===== config.mk =====
export PLATFORM = sky130hd
export DESIGN_NAME = shifter_unit
export DESIGN_NICKNAME = d
export VERILOG_FILES = /design/src/rtl/shifter_unit.sv
export SDC_FILE = /design/constraint.sdc
export NUM_CORES = 1
export LEC_CHECK = 0
export BUFFER_PORTS_ARGS = -buffer_cell sky130_fd_sc_hd__buf_2
export CAP_MARGIN = 10
export CORE_MARGIN = 2
export CORE_UTILIZATION = 39
export CTS_BUF_LIST = sky130_fd_sc_hd__clkbuf_4 sky130_fd_sc_hd__clkbuf_8
export DETAILED_ROUTE_END_ITERATION = 16
export PLACE_DENSITY = 0.77
export RECOVER_POWER = 50
export SKIP_CTS_REPAIR_TIMING = 1
export SYNTH_ARGS = -nofsm -noshare
export SYNTH_HDL_FRONTEND = slang
export SYNTH_SLANG_ARGS = --single-unit

===== constraint.sdc =====
create_clock -name clk -period 2.7 [get_ports clk]
set_input_delay 0.675 -clock clk [delete_from_list [all_inputs] [get_ports clk]]
set_output_delay 0.675 -clock clk [all_outputs]
set_load 0.005 [all_outputs]

===== src/rtl/shifter_unit.sv =====
// Iterative ARM barrel shifter: zero/saturating amounts resolve in one cycle, others shift one bit per cycle.
// Latency 1 cycle (fast path) or count+1 cycles (iterative); a start is ignored while busy.
module shifter_unit (
    input  logic        clk,
    input  logic        reset,
    input  logic        start,
    input  logic [1:0]  shift_type,
    input  logic [31:0] value,
    input  logic [31:0] amount,
    input  logic        carry_in,
    output logic [31:0] result,
    output logic        carry_out,
    output logic        busy,
    output logic        done
);
    localparam logic [1:0] LSL = 2'b00;
    localparam logic [1:0] LSR = 2'b01;
    localparam logic [1:0] ASR = 2'b10;
    localparam logic [1:0] ROR = 2'b11;

    typedef enum logic [1:0] {IDLE = 2'd0, SHIFT = 2'd1, DONE = 2'd2} state_t;

    state_t      state;
    logic [4:0]  count;
    logic [1:0]  op;
    logic [7:0]  n;
    logic        fast;
    logic [31:0] fast_result;
    logic        fast_carry;

    // Architecturally only the low byte of a register shift amount matters.
    logic unused_amount;
    assign unused_amount = ^amount[31:8];
    assign n = amount[7:0];

    always_comb begin
        fast        = 1'b0;
        fast_result = value;
        fast_carry  = carry_in;
        if (n == 8'd0) begin
            fast = 1'b1;
        end else begin
            case (shift_type)
                LSL: if (n >= 8'd32) begin
                    fast        = 1'b1;
                    fast_result = 32'd0;
                    fast_carry  = (n == 8'd32) ? value[0] : 1'b0;
                end
                LSR: if (n >= 8'd32) begin
                    fast        = 1'b1;
                    fast_result = 32'd0;
                    fast_carry  = (n == 8'd32) ? value[31] : 1'b0;
                end
                ASR: if (n >= 8'd32) begin
                    fast        = 1'b1;
                    fast_result = {32{value[31]}};
                    fast_carry  = value[31];
                end
                default: if (n[4:0] == 5'd0) begin
                    fast        = 1'b1;
                    fast_result = value;
                    fast_carry  = value[31];
                end
            endcase
        end
    end

    // result doubles as the working register while iterating.
    always_ff @(posedge clk or posedge reset) begin
        if (reset) begin
            state     <= IDLE;
            result    <= 32'd0;
            carry_out <= 1'b0;
            busy      <= 1'b0;
            done      <= 1'b0;
            count     <= 5'd0;
            op        <= LSL;
        end else begin
            case (state)
                IDLE, DONE: begin
                    done  <= 1'b0;
                    state <= IDLE;
                    if (start) begin
                        if (fast) begin
                            result    <= fast_result;
                            carry_out <= fast_carry;
                            done      <= 1'b1;
                            state     <= DONE;
                        end else begin
                            result    <= value;
                            carry_out <= carry_in;
                            count     <= n[4:0];
                            op        <= shift_type;
                            busy      <= 1'b1;
                            state     <= SHIFT;
                        end
                    end
                end
                SHIFT: begin
                    case (op)
                        LSL: begin
                            result    <= {result[30:0], 1'b0};
                            carry_out <= result[31];
                        end
                        LSR: begin
                            result    <= {1'b0, result[31:1]};
                            carry_out <= result[0];
                        end
                        ASR: begin
                            result    <= {result[31], result[31:1]};
                            carry_out <= result[0];
                        end
                        default: begin
                            result    <= {result[0], result[31:1]};
                            carry_out <= result[0];
                        end
                    endcase
                    count <= count - 5'd1;
                    if (count == 5'd1) begin
                        busy  <= 1'b0;
                        done  <= 1'b1;
                        state <= DONE;
                    end
                end
                default: begin
                    busy  <= 1'b0;
                    done  <= 1'b0;
                    state <= IDLE;
                end
            endcase
        end
    end
endmodule


==> metrics.txt <==
DR WL/cell 17.1 um; Syn Inst Count ~260; Die Y between 80 and 90 um; TritonRoute pass-1 iters 4; HPWL after detailed placement 5000 um; Tcrit/Tclk final between 70% and 80%; setup violators final 0; Buffers on Ports 80; Max IR drop VDD 0.000397 V; worst path cell trace buf_2, or3_1, o2bb2ai_4, nor2_2, mux2_1; Final Cell Area 3230 um2; sequential cell fraction of total power approximately 37%; top cell type by total area after synthesis dfrtp_1; Worst Path Max Fanout 5; H-Tree Depth 2; Worst EP arrival 2090 ps; CP endpoint kind flip-flop; core area 6420 um2; Tmin final ~1900 ps; sequential area share after synthesis between 40% and 50%; switching share of power 41.0%; outcome finished, final reports clean; startpoint types input pin; critical path required time 2880 ps; clock tree sinks 43; commonest non-fill, non-tap cell in the layout buf_2; switching pwr 0.00150 W; share of cells above drive strength 1 about a third; Max Transition Viols Final 0; unrepaired setup endpoints after global routing false; Final #Nets roughly 400; crit-path max cell delay roughly 480 ps; Initial DRC Count 123; dpl cell area between 3000 and 4000 um2; DR vias/cell 5.98; Worst slew margin between 50% and 60%; Pwr Total 0.00365 W; CTS tree yes; initial antenna violation count 0; Routed WL 7000 um; area of the die 7420 um2; crit path kind in2reg; CTS root buffer clkbuf_8; CTS max path bufs 2; Power Internal 0.00215 W; post-place setup slack between 200 and 250 ps; Area Growth Syn to Fin 22.9%; Crit path max-delay family simple AND/OR/NAND/NOR gates; CTS buffer count 5; Initial Util 41.0%; IO Pins 105; Peak Freq roughly 0.52 GHz; clock slew at reported path FFs 80 ps; WP buf/inv 1; Post-synth EDFFs 0; part of the power in the clock network between 10 and 15%; synthesized area per cell 10.1 um2; PnR worst setup slack 795 ps; Max-cap violations 0; distinct cell type count after synthesis 43; largest net degree at the start of global routing 60; post-route ant nets 0; worst slew pin tran a little over 700 ps; Setup TNS 0 ps; Mapped Area 2630 um2; GP Congestion 0.857; Fin. Hold Viols 0; flop2flop setup slack between 900 and 1000 ps; combinational power share 51.9%; Crit-path slowest cell or3_1; FF+latch count, synth 43; Leakage about 1.4 nW; Synth area leaders dfrtp_1 (41%), mux2i_1 (11%), o221ai_1 (9.7%); first-pass GRT wire length about 12000 um; most frequent cells in the layout buf_2 (77), dfrtp_1 (43), a21oi_1 (31), o21a_1 (31); # DRC 0; worst skew pair latency around 300 ps; Main synth FF type dfrtp_1; power density over cell area 1130 nW/um2; width of the die around 86 um; asr flop ratio synth 100%; number of global-route vias before repair 2412; ANT cells 0; DR vias 2452; Synth Net Count 333; GR Util All Layers 19.5%; FP Rows 29; Synth top area share 40.9%; total gr overflow 0; Hold WC Path Type in2async; synthesis warning total 0; Setup Skew 5.81 ps
power by group through the flow:
stage	Sequential, W	Clock, W	Combinational (W)
3_5_place_dp	0.00135	0	0.00188
2_1_floorplan	0.00127	0	0.00128
5_1_grt	0.00139	0.000461	0.00209
3_3_place_gp	0.00133	0	0.00183
6_report	0.00133	0.000421	0.00189
4_1_cts	0.00133	0.000431	0.00189
through the flow:
| stage | hold WS [ps] | util, % | cells |
|---|---|---|---|
| 4_1_cts | 368 | 50.0 | 409 |
| 2_1_floorplan | 474 | - | 261 |
| 6_report | 353 | 50.4 | 410 |
| 3_3_place_gp | 457 | 48.6 | 401 |
| 5_1_grt | 385 | 50.4 | 410 |
| 3_5_place_dp | 461 | 48.6 | 401 |
registers in the layout (all words and copies together) (netlist names):
| name | count |
|---|---|
| count | 5 |
| carry_out | 1 |
| done | 1 |
| state | 1 |
| op | 2 |
| result | 32 |
| busy | 1 |
routing by layer:
metal | GRT usage, % | vias up | share of wire (%)
li1 | - | 1165 | -
met1 | 26.3 | 1207 | 44
met3 | 2.79 | 6 | 5.1
met2 | 32.6 | 74 | 50
met5 | 0 | - | 0
met4 | 5.48 | 0 | 0.99
final timing paths:
path                            from  cells after the start         end
setup / recovery           amount[5]                      5       op[0]
hold / removal                 reset                      2  result[12]
setup reg to reg            state[0]                      4  result[31]
hold reg to reg                 busy                      1        busy
max in group asynchronous      reset                      3  result[23]
min in group clk                busy                      1        busy
cells in the mapped netlist, types with 3 or more instances:
| master | count |
|---|---|
| dfrtp_1 | 43 |
| nand2_1 | 10 |
| clkbuf_1 | 14 |
| mux2_2 | 3 |
| a21oi_1 | 31 |
| buf_2 | 7 |
| buf_1 | 4 |
| nor3_1 | 3 |
| o21a_1 | 31 |
| nand2b_1 | 3 |
| o21ai_1 | 5 |
| a22oi_1 | 3 |
| inv_1 | 4 |
| mux2i_1 | 29 |
| o221ai_1 | 29 |
| nor2_1 | 4 |
| o21ai_0 | 4 |
cell type report:
cell class                      instances  area (um2)
Tap cell                               77        96.3
Sequential cell                        43        1080
Multi-Input combinational cell        189        1450
Clock buffer                            7        83.8
Inverter                                4        15.0
Timing Repair Buffer                   89         507
Clock inverter                          1        5.00
Fill cell                             597        3190
worst reg2reg max path: cells and delay by family (launching register included):
family | cells | cell delay [ps]
AOI/OAI and AO/OA | 1 | 160
DFF | 1 | 400
muxes | 1 | 360
and+or+nand+nor | 2 | 690
logic make-up after synthesis:
logic type               after synthesis  synth area share, %
AO/OA/AOI/OAI                        123                 34.7
adder cells (fa/ha/maj)                2                0.951
buffers and inverters                 29                 4.47
flip-flops                            43                 40.9
multiplexers                          34                 13.2
AND/OR/NAND/NOR                       30                 5.85
No activity file was read; power rests on OpenSTA's default activity.
